## src/rtl/uart_record_assembler_if.sv

```systemverilog
`default_nettype none
// +--------------------------------------------------------------------------+
// | uart_record_assembler_if : UART byte stream in, AXI-S record stream out  |
// | Revision : 1.0                                                           |
// +--------------------------------------------------------------------------+
interface uart_record_assembler_if #(
  parameter int REC_BYTES = 32
);
  logic [7:0]             s_axis_tdata;
  logic                   s_axis_tvalid;
  logic                   s_axis_tready;
  logic [REC_BYTES*8-1:0] m_axis_tdata;
  logic                   m_axis_tvalid;
  logic                   m_axis_tready;
  logic                   m_axis_tlast;

  modport slave (
    input  s_axis_tdata, s_axis_tvalid, m_axis_tready,
    output s_axis_tready, m_axis_tdata, m_axis_tvalid, m_axis_tlast
  );

  modport master (
    output s_axis_tdata, s_axis_tvalid, m_axis_tready,
    input  s_axis_tready, m_axis_tdata, m_axis_tvalid, m_axis_tlast
  );
endinterface
`default_nettype wire

```

## src/rtl/uart_record_assembler.sv

```systemverilog
`default_nettype none
// +--------------------------------------------------------------------------+
// | uart_record_assembler : packs UART RX bytes into one-beat AXI-S records  |
// | with inter-byte timeout. UART_REC_ASM_STATS_EN adds rec/drop counters.   |
// | Revision : 1.0                                                           |
// +--------------------------------------------------------------------------+
module uart_record_assembler #(
  parameter int REC_BYTES      = 32,
  parameter int TIMEOUT_CYCLES = 1000000
) (
  input  logic clk,
  input  logic rst_n,
  uart_record_assembler_if.slave axis
`ifdef UART_REC_ASM_STATS_EN
  ,
  output logic [31:0] rec_count,
  output logic [15:0] drop_count
`endif
);

  localparam int W     = REC_BYTES * 8;
  localparam int IDX_W = (REC_BYTES > 1) ? $clog2(REC_BYTES) : 1;
  localparam int CNT_W = (TIMEOUT_CYCLES > 1) ? $clog2(TIMEOUT_CYCLES + 1) : 1;
  localparam logic [IDX_W-1:0] IDX_LAST  = IDX_W'(REC_BYTES - 1);
  localparam logic [CNT_W-1:0] CNT_LIMIT = CNT_W'(TIMEOUT_CYCLES);

  logic [IDX_W-1:0] idx_q, idx_d;
  logic [CNT_W-1:0] idle_q, idle_d;
  logic [W-1:0]     acc_q, acc_d;
  logic [W-1:0]     rec_q, rec_d;
  logic             vld_q, vld_d;

  logic w_ready;
  logic w_accept;
  logic w_load;
  logic w_timeout;

  always_comb begin
    // Only the final byte of a record can be blocked by a held output.
    w_ready   = (idx_q != IDX_LAST) || !vld_q || axis.m_axis_tready;
    w_accept  = axis.s_axis_tvalid && w_ready;
    w_load    = w_accept && (idx_q == IDX_LAST);
    w_timeout = (TIMEOUT_CYCLES != 0) && (idx_q != '0) && (idle_q == CNT_LIMIT) && !w_accept;

    acc_d = acc_q;
    for (int k = 0; k < REC_BYTES; k++) begin
      if (w_accept && (idx_q == IDX_W'(k))) begin
        acc_d[8*k +: 8] = axis.s_axis_tdata;
      end
    end

    idx_d = idx_q;
    if (w_accept) begin
      idx_d = (idx_q == IDX_LAST) ? '0 : idx_q + 1'b1;
    end else if (w_timeout) begin
      idx_d = '0;
    end

    idle_d = idle_q;
    if (w_accept || (idx_q == '0) || w_timeout) begin
      idle_d = '0;
    end else if ((TIMEOUT_CYCLES != 0) && w_ready && !axis.s_axis_tvalid) begin
      idle_d = idle_q + 1'b1;
    end

    rec_d = rec_q;
    vld_d = vld_q;
    if (w_load) begin
      rec_d = acc_d;
      vld_d = 1'b1;
    end else if (vld_q && axis.m_axis_tready) begin
      vld_d = 1'b0;
    end
  end

  always_ff @(posedge clk or negedge rst_n) begin
    if (!rst_n) begin
      idx_q  <= '0;
      idle_q <= '0;
      acc_q  <= '0;
      rec_q  <= '0;
      vld_q  <= 1'b0;
    end else begin
      idx_q  <= idx_d;
      idle_q <= idle_d;
      acc_q  <= acc_d;
      rec_q  <= rec_d;
      vld_q  <= vld_d;
    end
  end

  assign axis.s_axis_tready = w_ready;
  assign axis.m_axis_tdata  = rec_q;
  assign axis.m_axis_tvalid = vld_q;
  assign axis.m_axis_tlast  = vld_q;

`ifdef UART_REC_ASM_STATS_EN
  logic [31:0] rec_count_q;
  logic [15:0] drop_count_q;

  always_ff @(posedge clk or negedge rst_n) begin
    if (!rst_n) begin
      rec_count_q  <= '0;
      drop_count_q <= '0;
    end else begin
      if (w_load) begin
        rec_count_q <= rec_count_q + 32'd1;
      end
      if (w_timeout && (drop_count_q != 16'hFFFF)) begin
        drop_count_q <= drop_count_q + 16'd1;
      end
    end
  end

  assign rec_count  = rec_count_q;
  assign drop_count = drop_count_q;
`endif

endmodule
`default_nettype wire

```

## src/flat_wrapper.sv

```systemverilog
// flat-port wrapper written by rule: the top's interface ports become plain ports
module uart_record_assembler_flat 
#(
  parameter int REC_BYTES      = 32,
  parameter int TIMEOUT_CYCLES = 1000000
)
  (clk, rst_n, axis_s_axis_tdata, axis_s_axis_tvalid, axis_m_axis_tready, axis_s_axis_tready, axis_m_axis_tdata, axis_m_axis_tvalid, axis_m_axis_tlast);
  uart_record_assembler_if #(.REC_BYTES(REC_BYTES)) axis_i ();
  input  logic clk;
  input  logic rst_n;
  input wire logic [$bits(axis_i.s_axis_tdata)-1:0] axis_s_axis_tdata;
  input wire logic [$bits(axis_i.s_axis_tvalid)-1:0] axis_s_axis_tvalid;
  input wire logic [$bits(axis_i.m_axis_tready)-1:0] axis_m_axis_tready;
  output wire logic [$bits(axis_i.s_axis_tready)-1:0] axis_s_axis_tready;
  output wire logic [$bits(axis_i.m_axis_tdata)-1:0] axis_m_axis_tdata;
  output wire logic [$bits(axis_i.m_axis_tvalid)-1:0] axis_m_axis_tvalid;
  output wire logic [$bits(axis_i.m_axis_tlast)-1:0] axis_m_axis_tlast;
  assign axis_i.s_axis_tdata = axis_s_axis_tdata;
  assign axis_i.s_axis_tvalid = axis_s_axis_tvalid;
  assign axis_i.m_axis_tready = axis_m_axis_tready;
  assign axis_s_axis_tready = axis_i.s_axis_tready;
  assign axis_m_axis_tdata = axis_i.m_axis_tdata;
  assign axis_m_axis_tvalid = axis_i.m_axis_tvalid;
  assign axis_m_axis_tlast = axis_i.m_axis_tlast;
  uart_record_assembler #(.REC_BYTES(REC_BYTES), .TIMEOUT_CYCLES(TIMEOUT_CYCLES)) u_core (.clk(clk), .rst_n(rst_n), .axis(axis_i));
endmodule
```

## config.mk

```make
export PLATFORM = sky130hd
export DESIGN_NAME = uart_record_assembler_flat
export DESIGN_NICKNAME = d
export VERILOG_FILES = /design/src/rtl/uart_record_assembler_if.sv /design/src/rtl/uart_record_assembler.sv /design/src/flat_wrapper.sv
export SDC_FILE = /design/constraint.sdc
export NUM_CORES = 1
export LEC_CHECK = 0
export BUFFER_PORTS_ARGS = -buffer_cell sky130_fd_sc_hd__buf_2
export CAP_MARGIN = 30
export CORE_ASPECT_RATIO = 2
export CORE_MARGIN = 4
export CORE_UTILIZATION = 45
export DETAILED_ROUTE_END_ITERATION = 16
export PLACE_DENSITY = 0.64
export SYNTH_ARGS = -nofsm -noshare
export SYNTH_HDL_FRONTEND = slang
export SYNTH_SLANG_ARGS = --single-unit
```

## constraint.sdc

```tcl
create_clock -name clk -period 3.1 [get_ports clk]
set_input_delay 0.31 -clock clk [delete_from_list [all_inputs] [get_ports clk]]
set_output_delay 0.31 -clock clk [all_outputs]
set_load 0.01 [all_outputs]
```

Yosys cells after proc, flatten, opt, wreduce, memory -nomap -nowiden --
Cells that the tools add are included. Widths: inputs -> output; s select.
Storage, ports and cells: register bits after elaboration 538, output and inout port bits 259, input port bits 12
Operators by class: muxes and demuxes 39, add/subtract/negate cells 2, eq/ne operators 33, reductions and logical operators 49
Operators by type and width (count):
- $mux 8 | 32
- $eq 5x5->1 const B | 16
- $eq 5x4->1 const B | 8
- $mux 20 | 2
- $logic_and 1x1->1 | 37
- $add 20x1->20 const B | 1
- $eq 20x20->1 const B | 1
- $eq 5x3->1 const B | 4
- $mux 5 | 3
- $eq 5x2->1 const B | 2
- $reduce_bool 2->1 | 3
- $add 5x1->5 const B | 1
- $eq 5x1->1 const B | 1
- $logic_not 5->1 | 1
- $ne 5x5->1 const B | 1
- $reduce_bool 5->1 | 1
- $logic_or 1x1->1 | 4
- $logic_not 1->1 | 3
- $mux 1 | 2

Longest topological paths before layout --
Gate-level depths: netlist (run 1).
depth in word-level cells 8, gate-level depth with buffers 12, mapped depth without buffers 9

Least setup slack after synthesis (run 1) --
Ideal clock, no wire load.
path type flip-flop to flip-flop, start register u_core.idx_q[0], end register u_core.rec_q[56] (netlist: u_core.axis.m_axis_tdata[56]), stages on the path, launching flop included 10, required time 2.975 ns, buffers on the path 1, setup slack 0.441 ns, arrival time 2.534 ns, cell sequence dfrtp_1 > ha_1 > and3_1 > ha_1 > and3b_1 > buf_6 > nor4b_4 > nand2_2 > mux2_2 > mux2_2
On the way: cells in the longest elaborated chain, start to end 6
RTL lines:
- from (decl) | RTL line uart_record_assembler.sv:27 | logic [IDX_W-1:0] idx_q, idx_d;
- from (signal assigned) | RTL line uart_record_assembler.sv:84 | idx_q <= idx_d;
- $ne 5x5->1 | RTL line uart_record_assembler.sv:40 | w_ready = (idx_q != IDX_LAST) || !vld_q || axis.m_axis_tready;
- $logic_or 1x1->1 (2 in series) | RTL line uart_record_assembler.sv:40
- $logic_and 1x1->1 | RTL line uart_record_assembler.sv:41 | w_accept = axis.s_axis_tvalid && w_ready;
- $logic_and 1x1->1 (*) | RTL line uart_record_assembler.sv:47 | if (w_accept && (idx_q == IDX_W'(k))) begin
- $mux 8 (*) | RTL line uart_record_assembler.sv:47
- via u_core.acc_d[56] | RTL line uart_record_assembler.sv:29 | logic [W-1:0] acc_q, acc_d;
- to (signal assigned) | RTL line uart_record_assembler.sv:87 | rec_q <= rec_d;
- to (decl) | RTL line uart_record_assembler.sv:30 | logic [W-1:0] rec_q, rec_d;
The timed path passes the listed nets; every way through them passes the cells marked *. A chain may end at the register's enable or synchronous reset.

Worst setup path after layout (run 1) --
start register u_core.idx_q[0], end register u_core.rec_q[82] (netlist: u_core.axis.m_axis_tdata[82])
On the way: cells in the longest elaborated chain, start to end 6
RTL lines (RTL line):
- $ne 5x5->1 | uart_record_assembler.sv:40
- $logic_or 1x1->1 (2 in series) | uart_record_assembler.sv:40
- $logic_and 1x1->1 | uart_record_assembler.sv:41
- $logic_and 1x1->1 | uart_record_assembler.sv:47
- $mux 8 | uart_record_assembler.sv:47
Parallel ways exist; a longest one is shown, timed or not.

==> metrics.txt, run 1 <==
first-pass GRT wire length=about 91000 um; DRC=0; RSZ-0062 raised after global routing=no; crit path capture=u_core.axis.m_axis_tdata[82]; routed vias=around 15k; Final Core Density=0.5362; FILL cells=about 4.3k; Die X=162.9 um; CTS Buffer Depth=3; synth unique cells=47; # IOs=~270; Final period util=0.9235; vias in the first global route=15.52k; Worst path max stage delay=roughly 0.45 ns; Mapped Area=21590 um^2; synth warn=0; post-route cell area=between 20000 and 30000 um^2; depth of the CTS H-tree=2; Leak Pwr=approximately 13 nW; status=completed; R2R setup slack=0.24 ns; final count of hold timing violations=0; CTS tree=done; Placed Instance Area=around 24000 um^2; row cnt=~110; fmax=roughly 0.35 GHz; crit path max fanout=8; Setup WS pre-CTS=between 0.1 and 0.15 ns; Slew @ Worst Pin=roughly 0.92 ns; minimum clock period=between 2 and 3 ns; Clock Sinks=530; #FFs+latches synth=530; Setup WS post-layout=0.2372 ns; Worst path top cell family by delay=simple AND/OR/NAND/NOR gates; die height=~320 um; post-CTS setup buffers=0; Slew Viols, Final=0; Worst R2R Path Depth=11; worst hold path type=in2reg; worst setup path start=u_core.idx_q[0]; EDFF count, synth=0; CTS root buf=clkbuf_16; Critical path buffers and inverters=3; Post-DP HPWL=a little over 40000 um; core region area=approximately 48000 um^2; # port buffers=270; total power=between 20 and 25 mW; power per cell area=794.9 nW/um^2; CP arrival=approximately 3.4 ns; Worst R2R End=u_core.axis.m_axis_tdata[82]; CP Class=reg2reg; Startpoint Class=register; # diodes=0; Cells after Synth=between 1.5k and 2k; asr flop ratio synth=1.000; Post-DRT Antenna Nets=0; largest net degree at the start of global routing=94; Die Area=~52000 um^2; nets=between 2k and 2.5k; sequential area share after synthesis=0.6142; max cap viols=0; Reg clk slew, reported paths=approximately 0.070 ns; VDD IR-drop max=~0.44 mV; Total GRT Usage=0.2239; iteration count of the initial detailed-routing pass=5; Layout Skew=0.01196 ns; syn nets=around 1.9k; Fin Setup TNS=0 ns; wire per inst=between 20 and 25 um; Num CTS Buffers=48; Reg-to-Reg Start=u_core.idx_q[0]; Setup-failing EPs final=0; Worst EP required=3.59 ns; worst hold path depth=3; area delta synth->final=17.98%; Initial Utilization=0.4545; cells along the critical path=ha_1, and3_1, ha_1, and3b_1, clkinv_1, buf_4, nand4b_1, buf_4, nor2_1, nand2_1, a31oi_1; Initial DRC Count=~880; Top FF cell, synth=dfrtp_1; WP depth=11; antenna violations before repair=0; average size of a mapped cell=about 11 um^2; crit path capture type=register; Hold Crit Start=axis_s_axis_tvalid; Vias/cell=5.311; RePlAce Congestion=0.8782; GRT overflow=0; Worst slew margin=0.3852; Worst path slowest cell=nor2_1; final WL=58420 um; layout cell share with drive strength beyond 1=0.2744; Clk Latency, worst-skew pair=roughly 0.58 ns
==> routing by layer <==
layer,GRT usage,vias to the layer above,share of wire,wire length [um]
met2,0.3975,423,0.52,30500
met5,0,-,0,0
met3,0.03318,100,0.045,2638
met4,0.08507,0,0.038,2237
li1,-,7038,-,-
met1,0.2736,7580,0.39,23050
==> worst register-to-register path, cell delays in order (launching register included) <==
cell	delay, ns
dfrtp_1	0.43
ha_1	0.23
and3_1	0.17
ha_1	0.23
and3b_1	0.23
clkinv_1	0.07
buf_4	0.14
nand4b_1	0.22
buf_4	0.23
nor2_1	0.45
nand2_1	0.15
a31oi_1	0.23
==> stage by stage <==
step / hold WS [ns] / std cells
floorplan: 0.01441 / 1920
global placement: 0.3918 / 2763
detailed placement: 0.3883 / 2764
CTS: 0.1849 / 2851
global route: 0.2346 / 2851
finish: 0.2167 / 2851
==> synthesized netlist by cell type (2+ instances only) <==
cell type | n | area [um^2]
or4_1 | 2 | 15.01
nand2_1 | 356 | 1336
nor3_2 | 2 | 20.02
nand2_2 | 10 | 62.56
nand4_1 | 7 | 43.79
o211ai_1 | 2 | 15.01
nor2b_1 | 6 | 37.54
ha_1 | 8 | 100.1
dfrtp_1 | 530 | 13260
nor2_2 | 5 | 31.28
mux2_2 | 184 | 2072
mux2i_1 | 137 | 1371
clkbuf_1 | 84 | 315.3
inv_1 | 10 | 37.54
nor3_1 | 4 | 20.02
a2bb2oi_1 | 2 | 17.52
and3_1 | 7 | 43.79
and2_1 | 5 | 31.28
buf_1 | 7 | 26.28
xor2_1 | 12 | 105.1
or2_2 | 2 | 12.51
nor4_1 | 3 | 18.77
nand2b_1 | 3 | 18.77
o21ai_0 | 30 | 150.1
nor4b_4 | 2 | 47.55
a21oi_1 | 118 | 590.6
nor2_1 | 237 | 889.6
a31oi_1 | 90 | 563.0
buf_2 | 26 | 130.1
nand3_1 | 10 | 50.05
nand4b_1 | 3 | 26.28
==> cells by family after synthesis <==
kind of cell	after synthesis	synth area share
and+or+nand+nor	669	0.1274
DFF	530	0.6142
muxes	321	0.1595
AOI/OAI and AO/OA	248	0.06409
buffers and inverters	131	0.02486
xor gates and xnor gates	13	0.005273
adders and majority gates	8	0.004636
==> timing repair <==
item	in CTS	in global routing
endpoints found under the setup margin	0	7
resized for setup	0	1
hold buffers	2	0
hold endpoints to repair	66	0
==> layout by cell type, fill, tap and decap left out, drive strengths merged, types with 2 or more instances in the layout <==
master         n
nand4          7
nand4b         3
nor2         242
or4            2
nand2        366
mux2i        137
dfrtp        530
o211ai         2
clkbuf        76
nor4           3
a21oi        118
o21ai         31
clkinv         7
and2           5
ha             8
buf          332
dlygate4sd3    2
inv           10
nand2b         3
nor3           6
nor2b          6
bufinv         2
nor4b          3
a31oi         90
mux2         184
nand3         11
or2            2
and3           7
xor2          12
a2bb2oi        2
==> cell type report <==
| class | count | area (um^2) | share of cell area |
|---|---|---|---|
| multi-input cells | 1259 | 7800 | 0.3062 |
| clock inverters | 9 | 120.1 | 0.004715 |
| flip-flops and latches | 530 | 13260 | 0.5207 |
| repair buffers | 334 | 2009 | 0.07888 |
| clock buffers | 76 | 1449 | 0.05688 |
| well taps | 632 | 790.8 | 0.03104 |
| inverters | 11 | 41.29 | 0.001621 |
==> flip-flops by register name, indices dropped and copies added (netlist names) <==
| name | cells |
|---|---|
| u_core.idx_q | 5 |
| u_core.axis.m_axis_tdata | 256 |
| u_core.idle_q | 20 |
| u_core.acc_q | 248 |
| u_core.axis.m_axis_tlast | 1 |
==> power breakdown <==
group | internal (mW) | leakage, nW | switching, mW | total [mW]
registers | 8.79 | 7.16 | 0.890 | 9.68
clock network | 3.38 | 0.765 | 2.59 | 5.97
logic | 2.03 | 5.43 | 2.57 | 4.60
total | 14.2 | 13.4 | 6.06 | 20.2
==> worst min path at each step <==
stage	end	slack [ns]
floorplan	u_core.acc_q[0]	0.01
global placement	u_core.acc_q[197]	0.39
detailed placement	u_core.acc_q[197]	0.39
CTS	u_core.idle_q[2]	0.18
global route	u_core.idle_q[2]	0.23
finish	u_core.idle_q[2]	0.22
No activity file was read; power rests on OpenSTA's default activity.
==> run 2, diff against run 1 <==
--- a/config.mk
+++ b/config.mk
@@ -10,6 +10,7 @@
 export CORE_ASPECT_RATIO = 2
 export CORE_MARGIN = 4
 export CORE_UTILIZATION = 45
+export CTS_BUF_LIST = sky130_fd_sc_hd__clkbuf_4 sky130_fd_sc_hd__clkbuf_8
 export DETAILED_ROUTE_END_ITERATION = 16
 export PLACE_DENSITY = 0.64
 export SYNTH_ARGS = -nofsm -noshare
==> metrics.txt, run 2 (synthesized netlist as in run 1, its figures left out) <==
status=completed; nets=2232 (+1.3%); Initial DRC Count=926 (+5.3%); met3 routed WL=2834 um (+7.4%); crit path capture=u_core.acc_q[228]; M1 wire length=23090 um (+0.21%); area delta synth->final=18.52%; Worst R2R Path Depth=9 (-2); largest net degree at the start of global routing=94 (unchanged); crit path max fanout=8 (unchanged); minimum clock period=2.906 ns (+0.04368 ns); number of flip-flops in the largest register=256 (unchanged); # port buffers=270 (unchanged); power per cell area=797.1 nW/um^2 (+0.27%); R2R setup slack=0.19 ns (-0.04 ns); Reg clk slew, reported paths=0.07 ns (about the same); Final Non-Filler Cells=2897 (+1.6%); Clock Sinks=530 (unchanged); Slew @ Worst Pin=0.8982 ns (-0.02402 ns); die height=317.8 um (unchanged); DRC=0 (unchanged); worst hold path type=in2reg; Post-DRT Antenna Nets=0 (unchanged); first-pass GRT wire length=91280 um (+0.82%); CP Class=reg2reg; Die Area=51760 um^2 (unchanged); Startpoint Class=register; worst setup path start=u_core.idx_q[0]; Leak Pwr=13.48 nW (+0.94%); Die X=162.9 um (unchanged); Slew Viols, Final=0 (unchanged); routed vias=15.31k (+1.1%); final count of hold timing violations=0 (unchanged); Worst EP required=3.61 ns (+0.02 ns); Worst slew margin=0.3980 (+0.01275); Setup WS pre-CTS=0.1320 ns (unchanged); Setup-failing EPs final=0 (unchanged); Inst Count DP=2764 (unchanged); CTS tree=done; CP arrival=3.42 ns (+0.07 ns); Fin Setup TNS=0 ns (unchanged); Reg-to-Reg Start=u_core.idx_q[0]; highest-count cells in the layout ignoring fill and taps=dfrtp_1, nand2_1, buf_2; Final period util=0.9376 (+0.01409); RePlAce Congestion=0.8782 (unchanged); Top Layer Used=met4; # IOs=271 (unchanged); Num CTS Buffers=76 (+58%); total power=20.40 mW (+0.73%); Total GRT Usage=0.2269 (+0.002926); met2 routed wirelength=30750 um (+0.81%); Setup WS post-layout=0.1936 ns (-0.04367 ns); row cnt=113 (unchanged); CTS Buffer Depth=3 (unchanged); Final Core Density=0.5387 (+0.002475); core region area=47510 um^2 (unchanged); final WL=58880 um (+0.79%); CTS root buf=clkbuf_8; depth of the CTS H-tree=3 (+1); VDD IR-drop max=0.4377 mV (-1.5%); Worst R2R End=u_core.acc_q[228]; max cap viols=0 (unchanged); Post-DP HPWL=40350 um (unchanged); Vias/cell=5.286 (-0.47%); leading cell type in the layout, fill and taps excluded=dfrtp_1; fmax=0.3441 GHz (-1.5%); vias in the first global route=15.83k (+2.0%); Layout Skew=0.02174 ns (+0.009786 ns); Clk Latency, worst-skew pair=0.64 ns (+0.06 ns); RSZ-0062 raised after global routing=no; antenna violations before repair=1 (+1); layout cell share with drive strength beyond 1=0.2959 (+0.02149); crit path capture type=register; wire per inst=20.32 um (-0.81%); Initial Utilization=0.4545 (unchanged); GRT overflow=0 (unchanged); iteration count of the initial detailed-routing pass=5 (unchanged)
==> run 2: changes by cell type in the layout (fill, tap and decap cells not counted) <==
cell and delta:
clkbuf_8 +88, clkinv_8 -2, clkbuf_4 +15, clkbuf_1 -16, clkinv_2 +5, diode_2 +1
clkbuf_16 -50, inv_8 +1, bufinv_16 +3, inv_6 +1
==> run 2: per-stage QoR <==
step | hold slack [ns] | instance area [um^2]
6_report | 0.1639 | 25590
3_5_place_dp | 0.3883 | 23880
3_3_place_gp | 0.3918 | 23870
2_1_floorplan | 0.01441 | 21590
4_1_cts | 0.1013 | 25590
5_1_grt | 0.1614 | 25590
==> run 2: area by class of cell <==
type | instances | area [um^2]
Fill cell | 4253 | 21910
Sequential cell | 530 | 13260
Multi-Input combinational cell | 1259 | 7800
Timing Repair Buffer | 334 | 2009
Clock buffer | 113 | 1461
Tap cell | 632 | 790.8
Clock inverter | 17 | 222.7
Inverter | 11 | 41.29
Antenna cell | 1 | 2.502
==> run 2: per-layer routing <==
| layer | vias to the layer above | GRT usage |
|---|---|---|
| li1 | 7095 | - |
| met1 | 7650 | 0.2739 |
| met2 | 451 | 0.3999 |
| met3 | 117 | 0.03914 |
| met4 | 0 | 0.09086 |
| met5 | - | 0 |
==> run 2: repair_timing <==
item | CTS | global route
hold buffers | 2 | 0
setup buffers | 0 | 0
hold endpoints to repair | 66 | 0
setup endpoints to repair | 0 | 8
resized for setup | 0 | 1
==> run 2: report_power, final <==
| group | internal (mW) | switching, mW |
|---|---|---|
| clock | 3.44 | 2.68 |
| combinational | 2.03 | 2.57 |
| sequential | 8.79 | 0.893 |
==> run 2: worst min-delay path by stage <==
stage / start / endpoint / slack, ns / cells after the start
final: axis_s_axis_tvalid / u_core.idle_q[2] / 0.16 / 3
after global placement: rst_n / u_core.acc_q[197] / 0.39 / 1
after CTS: axis_s_axis_tvalid / u_core.idle_q[2] / 0.10 / 3
after global routing: axis_s_axis_tvalid / u_core.idle_q[2] / 0.16 / 3
after floorplan: rst_n / u_core.acc_q[0] / 0.01 / 0
after detailed placement: rst_n / u_core.acc_q[197] / 0.39 / 1
==> run 2: worst max-delay path, cell delays in order, from the launching register on <==
cell and delay (ns):
dfrtp_1 0.43, ha_1 0.23, and3_1 0.17, ha_1 0.23, and3b_1 0.23, clkinv_1 0.07
buf_4 0.14, and3_1 0.49, nand2_1 0.39, mux2_2 0.38
==> run 3, diff against run 2 <==
--- a/config.mk
+++ b/config.mk
@@ -12,7 +12,7 @@
 export CORE_UTILIZATION = 45
 export CTS_BUF_LIST = sky130_fd_sc_hd__clkbuf_4 sky130_fd_sc_hd__clkbuf_8
 export DETAILED_ROUTE_END_ITERATION = 16
-export PLACE_DENSITY = 0.64
+export PLACE_DENSITY = 0.69
 export SYNTH_ARGS = -nofsm -noshare
 export SYNTH_HDL_FRONTEND = slang
 export SYNTH_SLANG_ARGS = --single-unit
==> metrics.txt, run 3 (synthesized netlist as in run 1, its figures left out) <==
status=completed; DRC=0 (unchanged); Worst R2R Path Depth=9 (unchanged); Setup-failing EPs final=0 (unchanged); iteration count of the initial detailed-routing pass=8 (+3); Layout Skew=0.02041 ns (-0.001333 ns); CTS Buffer Depth=3 (unchanged); Clk Latency, worst-skew pair=0.63 ns (about the same); # IOs=271 (unchanged); final count of hold timing violations=0 (unchanged); depth of the CTS H-tree=3 (unchanged); final WL=58660 um (-0.37%); core region area=47510 um^2 (unchanged); Initial DRC Count=1143 (+23%); Multi-input gate area=7797 um^2 (about the same); largest net degree at the start of global routing=94 (unchanged); Slew Viols, Final=0 (unchanged); Startpoint Class=register; leading cell type in the layout, fill and taps excluded=dfrtp_1; Leak Pwr=13.47 nW (about the same); cts repair resizes=0 (unchanged); CTS root buf=clkbuf_8; antenna violations before repair=1 (unchanged); nets=2242 (+0.45%); Placed Instance Area=23950 um^2 (+0.29%); layout cell share with drive strength beyond 1=0.2974 (+0.001420); Worst EP required=2.79 ns (-0.82 ns); Die Area=51760 um^2 (unchanged); Worst slew margin=0.3601 (-0.03786); # port buffers=270 (unchanged); area delta synth->final=18.18%; worst hold path type=in2reg; highest-count cells in the layout ignoring fill and taps=dfrtp_1, nand2_1, buf_2; number of flip-flops in the largest register=256 (unchanged); power per cell area=785.3 nW/um^2 (-1.5%); Post-DRT Antenna Nets=0 (unchanged); RePlAce Congestion=0.8872 (+1.0%); Setup WS post-layout=0.1734 ns (-0.02015 ns); hold-fix buffers at CTS=2 (unchanged); minimum clock period=2.927 ns (+0.02015 ns); Total GRT Usage=0.2265 (-0.0003657); row cnt=113 (unchanged); Die X=162.9 um (unchanged); RSZ-0062 raised after global routing=no; Vias/cell=5.337 (+0.97%); hold_ws=0.1726 ns (+0.008669 ns); CTS tree=done; routed vias=15.49k (+1.2%); Post-DP HPWL=41000 um (+1.6%); max cap viols=0 (unchanged); post-route cell area=25520 um^2 (-0.28%); CP arrival=2.62 ns (-0.80 ns); die height=317.8 um (unchanged); Fin Setup TNS=0 ns (unchanged); GRT overflow=0 (unchanged); Clock Sinks=530 (unchanged); CP Class=reg2out; crit path max fanout=6 (-2); Initial Utilization=0.4545 (unchanged); wire per inst=20.21 um (-0.57%); vias in the first global route=16.26k (+2.7%); worst hold path depth=3 (unchanged); Reg clk slew, reported paths=0.07 ns (about the same); fmax=0.3417 GHz (-0.69%); Final period util=0.9441 (+0.006499); post-CTS setup buffers=0 (unchanged); VDD IR-drop max=0.4589 mV (+4.8%); crit path capture type=output pin; Slew @ Worst Pin=0.9599 ns (+0.06168 ns); Setup WS pre-CTS=0.2442 ns (+0.1122 ns); FILL cells=4180 (-1.7%); first-pass GRT wire length=91650 um (+0.41%); Storage cell area=13260 um^2 (unchanged); Num CTS Buffers=75 (-1.3%)
## run 3: cell count changes in the layout (fill, tap and decap cells not counted)
cell and change:
buf_4 +12, clkbuf_8 -5, clkbuf_4 +4, bufinv_16 -3
buf_12 -1, inv_8 -1, nor2_1 +1, nor2_2 -1
## run 3: worst max-delay path, stage by stage, from the launching register on
cell and delay [ns]:
dfrtp_1 0.45, ha_1 0.20, and3_1 0.17, ha_1 0.23, and3b_1 0.32, clkinv_1 0.24, buf_4 0.24, buf_2 0.14
## run 3: final cells by class
| class | count | share of cell area |
|---|---|---|
| well taps | 632 | 0.03099 |
| repair buffers | 345 | 0.08149 |
| diodes | 1 | 0.00009806 |
| flip-flops and latches | 530 | 0.5197 |
| clock buffers | 112 | 0.05575 |
| inverters | 11 | 0.001618 |
| clock inverters | 13 | 0.004756 |
| multi-input cells | 1259 | 0.3056 |
## run 3: worst paths after layout
| path | startpoint | end | slack, ns |
|---|---|---|---|
| setup / recovery | u_core.idx_q[0] | axis_s_axis_tready | 0.17 |
| hold / removal | axis_s_axis_tdata[6] | u_core.axis.m_axis_tdata[254] | 0.17 |
| setup reg to reg | u_core.idx_q[0] | u_core.axis.m_axis_tdata[172] | 0.21 |
| hold reg to reg | u_core.acc_q[74] | u_core.acc_q[74] | 0.46 |
| max in group asynchronous | rst_n | u_core.axis.m_axis_tdata[212] | 1.78 |
| min in group asynchronous | rst_n | u_core.axis.m_axis_tdata[112] | 0.27 |
## run 3: where the power goes
group / total [mW] / switching (mW) / internal, mW
clock: 5.67 / 2.58 / 3.09
sequential: 9.71 / 0.919 / 8.79
combinational: 4.66 / 2.63 / 2.03
## run 3: per-layer routing
| layer | part of all wire | vias to the layer above | track usage |
|---|---|---|---|
| li1 | - | 7120 | - |
| met1 | 0.38 | 7686 | 0.2665 |
| met2 | 0.51 | 508 | 0.3894 |
| met3 | 0.049 | 179 | 0.03668 |
| met4 | 0.060 | 0 | 0.1289 |
| met5 | 0 | - | 0 |
## run 3: through the flow
| stage | util | instances | total power, mW |
|---|---|---|---|
| after CTS | 0.5371 | 2902 | 20.26 |
| after detailed placement | 0.5042 | 2775 | 14.53 |
| after global routing | 0.5372 | 2903 | 21.20 |
| final | 0.5372 | 2903 | 20.04 |
| after global placement | 0.5040 | 2774 | 14.25 |
| after floorplan | - | 1920 | 12.52 |
